--- config.mk ---
export PLATFORM = sky130hd
export DESIGN_NAME = ifetch_r32i
export DESIGN_NICKNAME = d
export VERILOG_FILES = /design/src/rtl/ifetch_r32i_pkg.sv /design/src/rtl/ifetch_r32i.sv
export SDC_FILE = /design/constraint.sdc
export NUM_CORES = 1
export LEC_CHECK = 0
export CAP_MARGIN = 10
export CORE_AREA = 2 2 102 94
export DETAILED_ROUTE_END_ITERATION = 10
export DIE_AREA = 0 0 104 96
export MAX_ROUTING_LAYER = met4
export PLACE_DENSITY = 0.83
export SYNTH_ARGS = -nofsm -noshare
export SYNTH_HDL_FRONTEND = slang
export SYNTH_SLANG_ARGS = --single-unit
--- constraint.sdc ---
create_clock -name clock -period 4.7 [get_ports clock]
set_input_delay 0.94 -clock clock [delete_from_list [all_inputs] [get_ports clock]]
set_output_delay 0.94 -clock clock [all_outputs]
set_load 0.02 [all_outputs]
--- src/rtl/ifetch_r32i_pkg.sv ---
// Shared types and constants for the RV32I instruction fetch stage.
// FETCH_ALIGN_CHECK_EN (optional) turns misaligned PCs into buffered fetch faults.
package ifetch_r32i_pkg;

    typedef enum logic [2:0] {
        S_IDLE,
        S_REQ,
        S_WAIT,
        S_DROP,
        S_FULL
    } fetch_state_e;

    // addi x0, x0, 0
    localparam logic [31:0] NOP_INSTR = 32'h0000_0013;

endpackage

--- src/rtl/ifetch_r32i.sv ---
// RV32I fetch: one outstanding imem request into a single-entry buffer; FETCH_ALIGN_CHECK_EN faults misaligned PCs.
// Latency: 2 + grant wait + response wait cycles from address latch to InstrValid.
// Backpressure: no request is issued while the buffer is full; InstrReady low holds the entry.
module ifetch_r32i
    import ifetch_r32i_pkg::*;
#(
    parameter int unsigned      dataW    = 32,
    parameter logic [dataW-1:0] NopInstr = dataW'(NOP_INSTR)
) (
    input  logic             clock,
    input  logic             reset,
    input  logic [dataW-1:0] ProgAddr,
    input  logic             Flush,
    output logic             PCEnable,
    output logic             IMemReq,
    output logic [dataW-1:0] IMemAddr,
    input  logic             IMemGnt,
    input  logic             IMemRValid,
    input  logic [dataW-1:0] IMemRData,
    output logic             InstrValid,
    input  logic             InstrReady,
    output logic [dataW-1:0] Instr,
    output logic [dataW-1:0] InstrAddr,
    output logic             FetchFault
);

    fetch_state_e     state_q, state_d;
    logic             relatch_q, relatch_d;
    logic [dataW-1:0] addr_q, addr_d;
    logic             vld_q, vld_d;
    logic [dataW-1:0] instr_q, instr_d;
    logic [dataW-1:0] iaddr_q, iaddr_d;
    logic             fault_q, fault_d;
    logic             latch_now;
    logic             misaligned;
    logic [dataW-1:0] prog_addr_aligned;

    assign prog_addr_aligned = {ProgAddr[dataW-1:2], 2'b00};

`ifdef FETCH_ALIGN_CHECK_EN
    assign misaligned = |ProgAddr[1:0];
`else
    assign misaligned = 1'b0;
`endif

    // relatch_q marks REQ entered from a flush: the branch target only shows
    // up on ProgAddr a cycle later, so the request waits for it.
    assign IMemReq    = (state_q == S_REQ) && !relatch_q;
    assign PCEnable   = IMemReq & IMemGnt & ~Flush;
    assign IMemAddr   = addr_q;
    assign InstrValid = vld_q;
    assign Instr      = instr_q;
    assign InstrAddr  = iaddr_q;
    assign FetchFault = fault_q;

    always_comb begin
        state_d   = state_q;
        relatch_d = relatch_q;
        addr_d    = addr_q;
        vld_d     = vld_q;
        instr_d   = instr_q;
        iaddr_d   = iaddr_q;
        fault_d   = fault_q;
        latch_now = 1'b0;

        case (state_q)
            S_IDLE: begin
                if (!Flush) latch_now = 1'b1;
            end
            S_REQ: begin
                if (relatch_q) begin
                    if (!Flush) latch_now = 1'b1;
                end else if (Flush) begin
                    if (IMemGnt) state_d = S_DROP;
                    else         relatch_d = 1'b1;
                end else if (IMemGnt) begin
                    state_d = S_WAIT;
                end
            end
            S_WAIT: begin
                if (Flush) begin
                    if (IMemRValid) begin
                        state_d   = S_REQ;
                        relatch_d = 1'b1;
                    end else begin
                        state_d = S_DROP;
                    end
                end else if (IMemRValid) begin
                    state_d = S_FULL;
                    vld_d   = 1'b1;
                    instr_d = IMemRData;
                    iaddr_d = addr_q;
                end
            end
            S_DROP: begin
                // A flush landing on the discarded response still has to re-fetch.
                if (IMemRValid) begin
                    if (Flush) begin
                        state_d   = S_REQ;
                        relatch_d = 1'b1;
                    end else begin
                        latch_now = 1'b1;
                    end
                end
            end
            S_FULL: begin
                if (Flush || InstrReady) begin
                    vld_d   = 1'b0;
                    instr_d = NopInstr;
                    fault_d = 1'b0;
                    if (Flush) begin
                        state_d   = S_REQ;
                        relatch_d = 1'b1;
                    end else begin
                        latch_now = 1'b1;
                    end
                end
            end
            default: begin
                state_d   = S_IDLE;
                relatch_d = 1'b0;
            end
        endcase

        if (latch_now) begin
            addr_d    = prog_addr_aligned;
            relatch_d = 1'b0;
            if (misaligned) begin
                state_d = S_FULL;
                vld_d   = 1'b1;
                fault_d = 1'b1;
                instr_d = NopInstr;
                iaddr_d = ProgAddr;
            end else begin
                state_d = S_REQ;
            end
        end
    end

    always_ff @(posedge clock or posedge reset) begin
        if (reset) begin
            state_q   <= S_IDLE;
            relatch_q <= 1'b0;
            addr_q    <= '0;
            vld_q     <= 1'b0;
            instr_q   <= NopInstr;
            iaddr_q   <= '0;
            fault_q   <= 1'b0;
        end else begin
            state_q   <= state_d;
            relatch_q <= relatch_d;
            addr_q    <= addr_d;
            vld_q     <= vld_d;
            instr_q   <= instr_d;
            iaddr_q   <= iaddr_d;
            fault_q   <= fault_d;
        end
    end

endmodule

---- After elaboration in Yosys (flattened, before gate mapping) ----
Index checks and enable logic that the tools add are counted.
operators by class
  bitwise gates (word level) .............. 3
  reduce and logical (&&, ||, !) cells .... 9
  equal/unequal tests ..................... 15
  multiplexer cells ....................... 34
operator list
  kind                number
  $mux 32             3
  $pmux 32 s2         1
  $mux 3              10
  $ne 3x3->1 const B  6
  $mux 1              15
  $pmux 3 s5          1
  $ne 2x2->1 const B  4
  $eq 3x2->1 const B  2
  $reduce_and 6->1    1
  $pmux 1 s5          1
  $reduce_and 5->1    1
  $ne 4x4->1 const B  1
  $pmux 1 s4          1
  $reduce_and 4->1    1
  $eq 3x1->1 const B  1
  $eq 3x3->1 const B  1
  $logic_not 3->1     1
  $reduce_and 3->1    1
  $and 1x1->1         2
  $mux 2              1
  $pmux 1 s2          1
  $reduce_bool 2->1   1
  $logic_and 1x1->1   1
  $logic_not 1->1     1
  other kinds (2)     2
word-level totals
  logic and storage cells ................. 67
  input port bits ......................... 70
  output and inout bits ................... 100
  register bits ........................... 97

---- Depth between registers and ports, before layout ----
  depth in word-level cells ............... 5
  gate-level depth with buffers ........... 8
  gate-level depth less buffers ........... 4

---- Worst setup path after synthesis ----
No wires, ideal clock.
  kind .................................... input-to-output
  start ................................... input port Flush
  end ..................................... output port PCEnable
  slack ................................... 2194 ps
  stages .................................. 2
  required time ........................... 3760 ps
  buffers on the path ..................... 1
  data arrival time ....................... 1566 ps
  cell sequence ........................... buf_6 -> nor3_1
on the way
  longest elaborated chain between the ends .. 2
RTL lines
  element                     line               source
  from (decl)                 ifetch_r32i.sv:13  input logic Flush,
  $not 1->1 (no source line)  -
  $and 1x1->1                 ifetch_r32i.sv:49  assign PCEnable = IMemReq & IMemGnt & ~Flush;
  to (decl)                   ifetch_r32i.sv:14  output logic PCEnable,
No other way between the ends.

---- Worst setup path in the final report ----
Ends and elaborated chain as after synthesis.

==> results.md <==
* Synth Cell Area at 0.00392 mm^2
* Status: finished clean
* Die width at 104 um
* Post-synth EDFFs at 0
* Clock root cell: clkbuf_8
* Clock Tree Buf Depth at 2
* CP max stage delay at 0.64 ns
* Initial Utilization at 0.440
* Post-CTS Setup Bufs at 0
* Synth async-reset ratio at 1.00
* Number of instances in the placed design at 583
* Global route overflow at 0
* Max transition margin at 0.233
* Area Growth Syn to Fin at 47.1%
* Drt wl/cell at 15.6 um
* Pin count of the biggest net entering global routing at 91
* Detailed Place HPWL at 6.66 mm
* Core Footprint at 0.00892 mm^2
* Num CTS Buffers at 9
* Worst hold slack at 0.477 ns
* RD Place Congestion at 0.845
* WP data arrival at 2.43 ns
* Final number of max-transition violations at 0
* Clk_lat worst skew at 0.35 ns
* Post-Layout Cell Count at 599
* Layout Utilization at 0.647
* Worst-path clk slew at 0.09 ns
* Nets at 542
* Synth cell types at 33
* Place WS at 1.33 ns
* DR pass1 iterations at 4
* First-pass GRT wire length at 15.2 mm
* Sequential element share of the synthesized area at 0.620
* Clk sinks at 97
* Syn Inst Count at 317
* Final period utilization at 0.716
* Worst setup EP type: output port
* Crit path kind: primary input to output port
* Peak VDD IR at 393 uV
* DR DRC count at 0
* Num ports at 170
* Slowest CP cell: clkdlybuf4s50_1
* Drt via density at 4.90
* Most used cell along the critical path: clkdlybuf4s50_1
* Final number of setup-violating endpoints at 0
* Startpoint class of the critical path: primary input
* ANT nets after route at 0
* Post-CTS Hold Fix Bufs at 0
* Resize count post-CTS at 0
* Final Skew at 0.0122 ns
* Layout cells sized above 1 at 0.126
* Pwr dens at 711 mW/mm^2
* RSZ-0062 raised after global routing: no
* Die Ht at 96 um
* Final WS setup at 1.33 ns
* Initial DRC count at 76
* Gr usage total at 0.199
* CP Cell Sequence: clkdlybuf4s50_1 -> nor3_1 -> clkdlybuf4s50_1
* Leakage at 2.62 nW
* Vias at 2,936
* Setup total negative slack at 0 ns
* # port buffers at 162
* Total routed wirelength at 9.32 mm
* Synth Warn # at 0
* Cell Rows at 33
* Antenna violations before repair at 0
* Yosys reg bits at 97
* Synthesized area per cell at 12.4 um^2
* Ant diodes at 0
* Vias in the first global route at 2,996
* CTS tree: done
* Req. time, crit path at 3.76 ns
* Max FO, Critical Path at 10
* Top FF cell, synth: dfrtp_1
* Final hold viol count at 0
* Hold Path Class: flip-flop to flip-flop
* Die area at 0.00998 mm^2
* F_max at 0.297 GHz
* Max Cap Viol at 0
* Min Clock Period, post-route at 3.37 ns
* Worst-Margin Slew at 1.15 ns
* Htree depth at 3
[worst max-delay path: cells and delay by family]
kind / cells / cell delay [ns]
AND/OR/NAND/NOR: 1 / 0.26
buffers and inverters: 2 / 1.23
[metrics by stage]
stage / power, W / area [um^2]
finish: 0.00410 / 5770
global route: 0.00434 / 5770
CTS: 0.00416 / 5770
detailed placement: 0.00358 / 5560
global placement: 0.00352 / 5560
floorplan: 0.00259 / 3940
[cells in the mapped netlist, drive strengths merged, types with 2 or more instances]
cell,instances,share of area
dfrtp,94,0.60
mux2,30,0.10
a21oi,5,0.0092
o21ai,5,0.0064
nor2,7,0.0073
nand2,92,0.088
nand2b,4,0.0064
or2,2,0.0032
nor3,2,0.0026
dfstp,3,0.020
o22a,3,0.0067
buf,26,0.048
a22o,29,0.065
[report_power, final]
group          switching [W]  leakage [nW]  total [W]  internal [W]
logic               0.000951          1.31    0.00203       0.00108
clock network       0.000291         0.104   0.000560      0.000269
registers           0.000277          1.20    0.00152       0.00124
total                0.00152          2.62    0.00410       0.00258
[sequential cells by signal (all words and copies together), names as in the netlist]
name        flops
InstrValid      1
state_q         3
relatch_q       1
Instr          32
InstrAddr      30
IMemAddr       30
[final cells by class]
type / instances / area [um^2]
clock buffers: 10 / 138
clock inverters: 6 / 72.6
fillers: 735 / 3150
inverters: 1 / 6.26
multi-input cells: 197 / 1320
flip-flops and latches: 97 / 2430
well taps: 122 / 153
repair buffers: 166 / 1650
[routing by layer]
metal	up-vias	track usage	routed length, um
met1	1450	0.244	4010
met4	0	0.0619	165
met5	-	-	0
met2	100	0.337	4690
li1	1371	-	-
met3	15	0.0413	449
[cells by family (layout without fill, tap and decap cells)]
family / after synthesis / in the layout / synth area share
other: 1 / 5 / 0.000956
AND/OR/NAND/NOR: 114 / 114 / 0.127
AO/OA/AOI/OAI: 48 / 48 / 0.0998
multiplexers: 30 / 30 / 0.103
flip-flops: 97 / 97 / 0.620
buffers and inverters: 27 / 183 / 0.0491
[layout by cell type (no fill, tap or decap), types with 2 or more instances in the layout]
cell / count
clkdlybuf4s50_1: 162
o21ai_0: 5
nor2_1: 6
mux2_4: 18
o22a_1: 3
or2_1: 2
dfrtp_1: 94
buf_4: 4
clkbuf_8: 10
dfstp_2: 3
nor3_1: 2
inv_6: 4
nand2b_1: 4
mux2_2: 12
a21oi_1: 4
a22o_1: 29
nand2_1: 92
conb_1: 5
[final timing paths]
path	from	to	slack [ns]	depth (start not counted)
max in group asynchronous	reset	Instr[4]$_DFFE_PP1P_	2.67	3
setup / recovery	Flush	PCEnable	1.33	3
setup reg to reg	state_q[1]$_DFFE_PP0P_	IMemAddr[5]$_DFFE_PP0P_	2.21	5
hold / removal	InstrAddr[3]$_DFFE_PP0P_	InstrAddr[3]$_DFFE_PP0P_	0.48	2
min in group asynchronous	reset	IMemAddr[12]$_DFFE_PP0P_	1.20	2
hold reg to reg	InstrAddr[3]$_DFFE_PP0P_	InstrAddr[3]$_DFFE_PP0P_	0.48	2
Note: power is estimated with default switching activity, not from simulation.
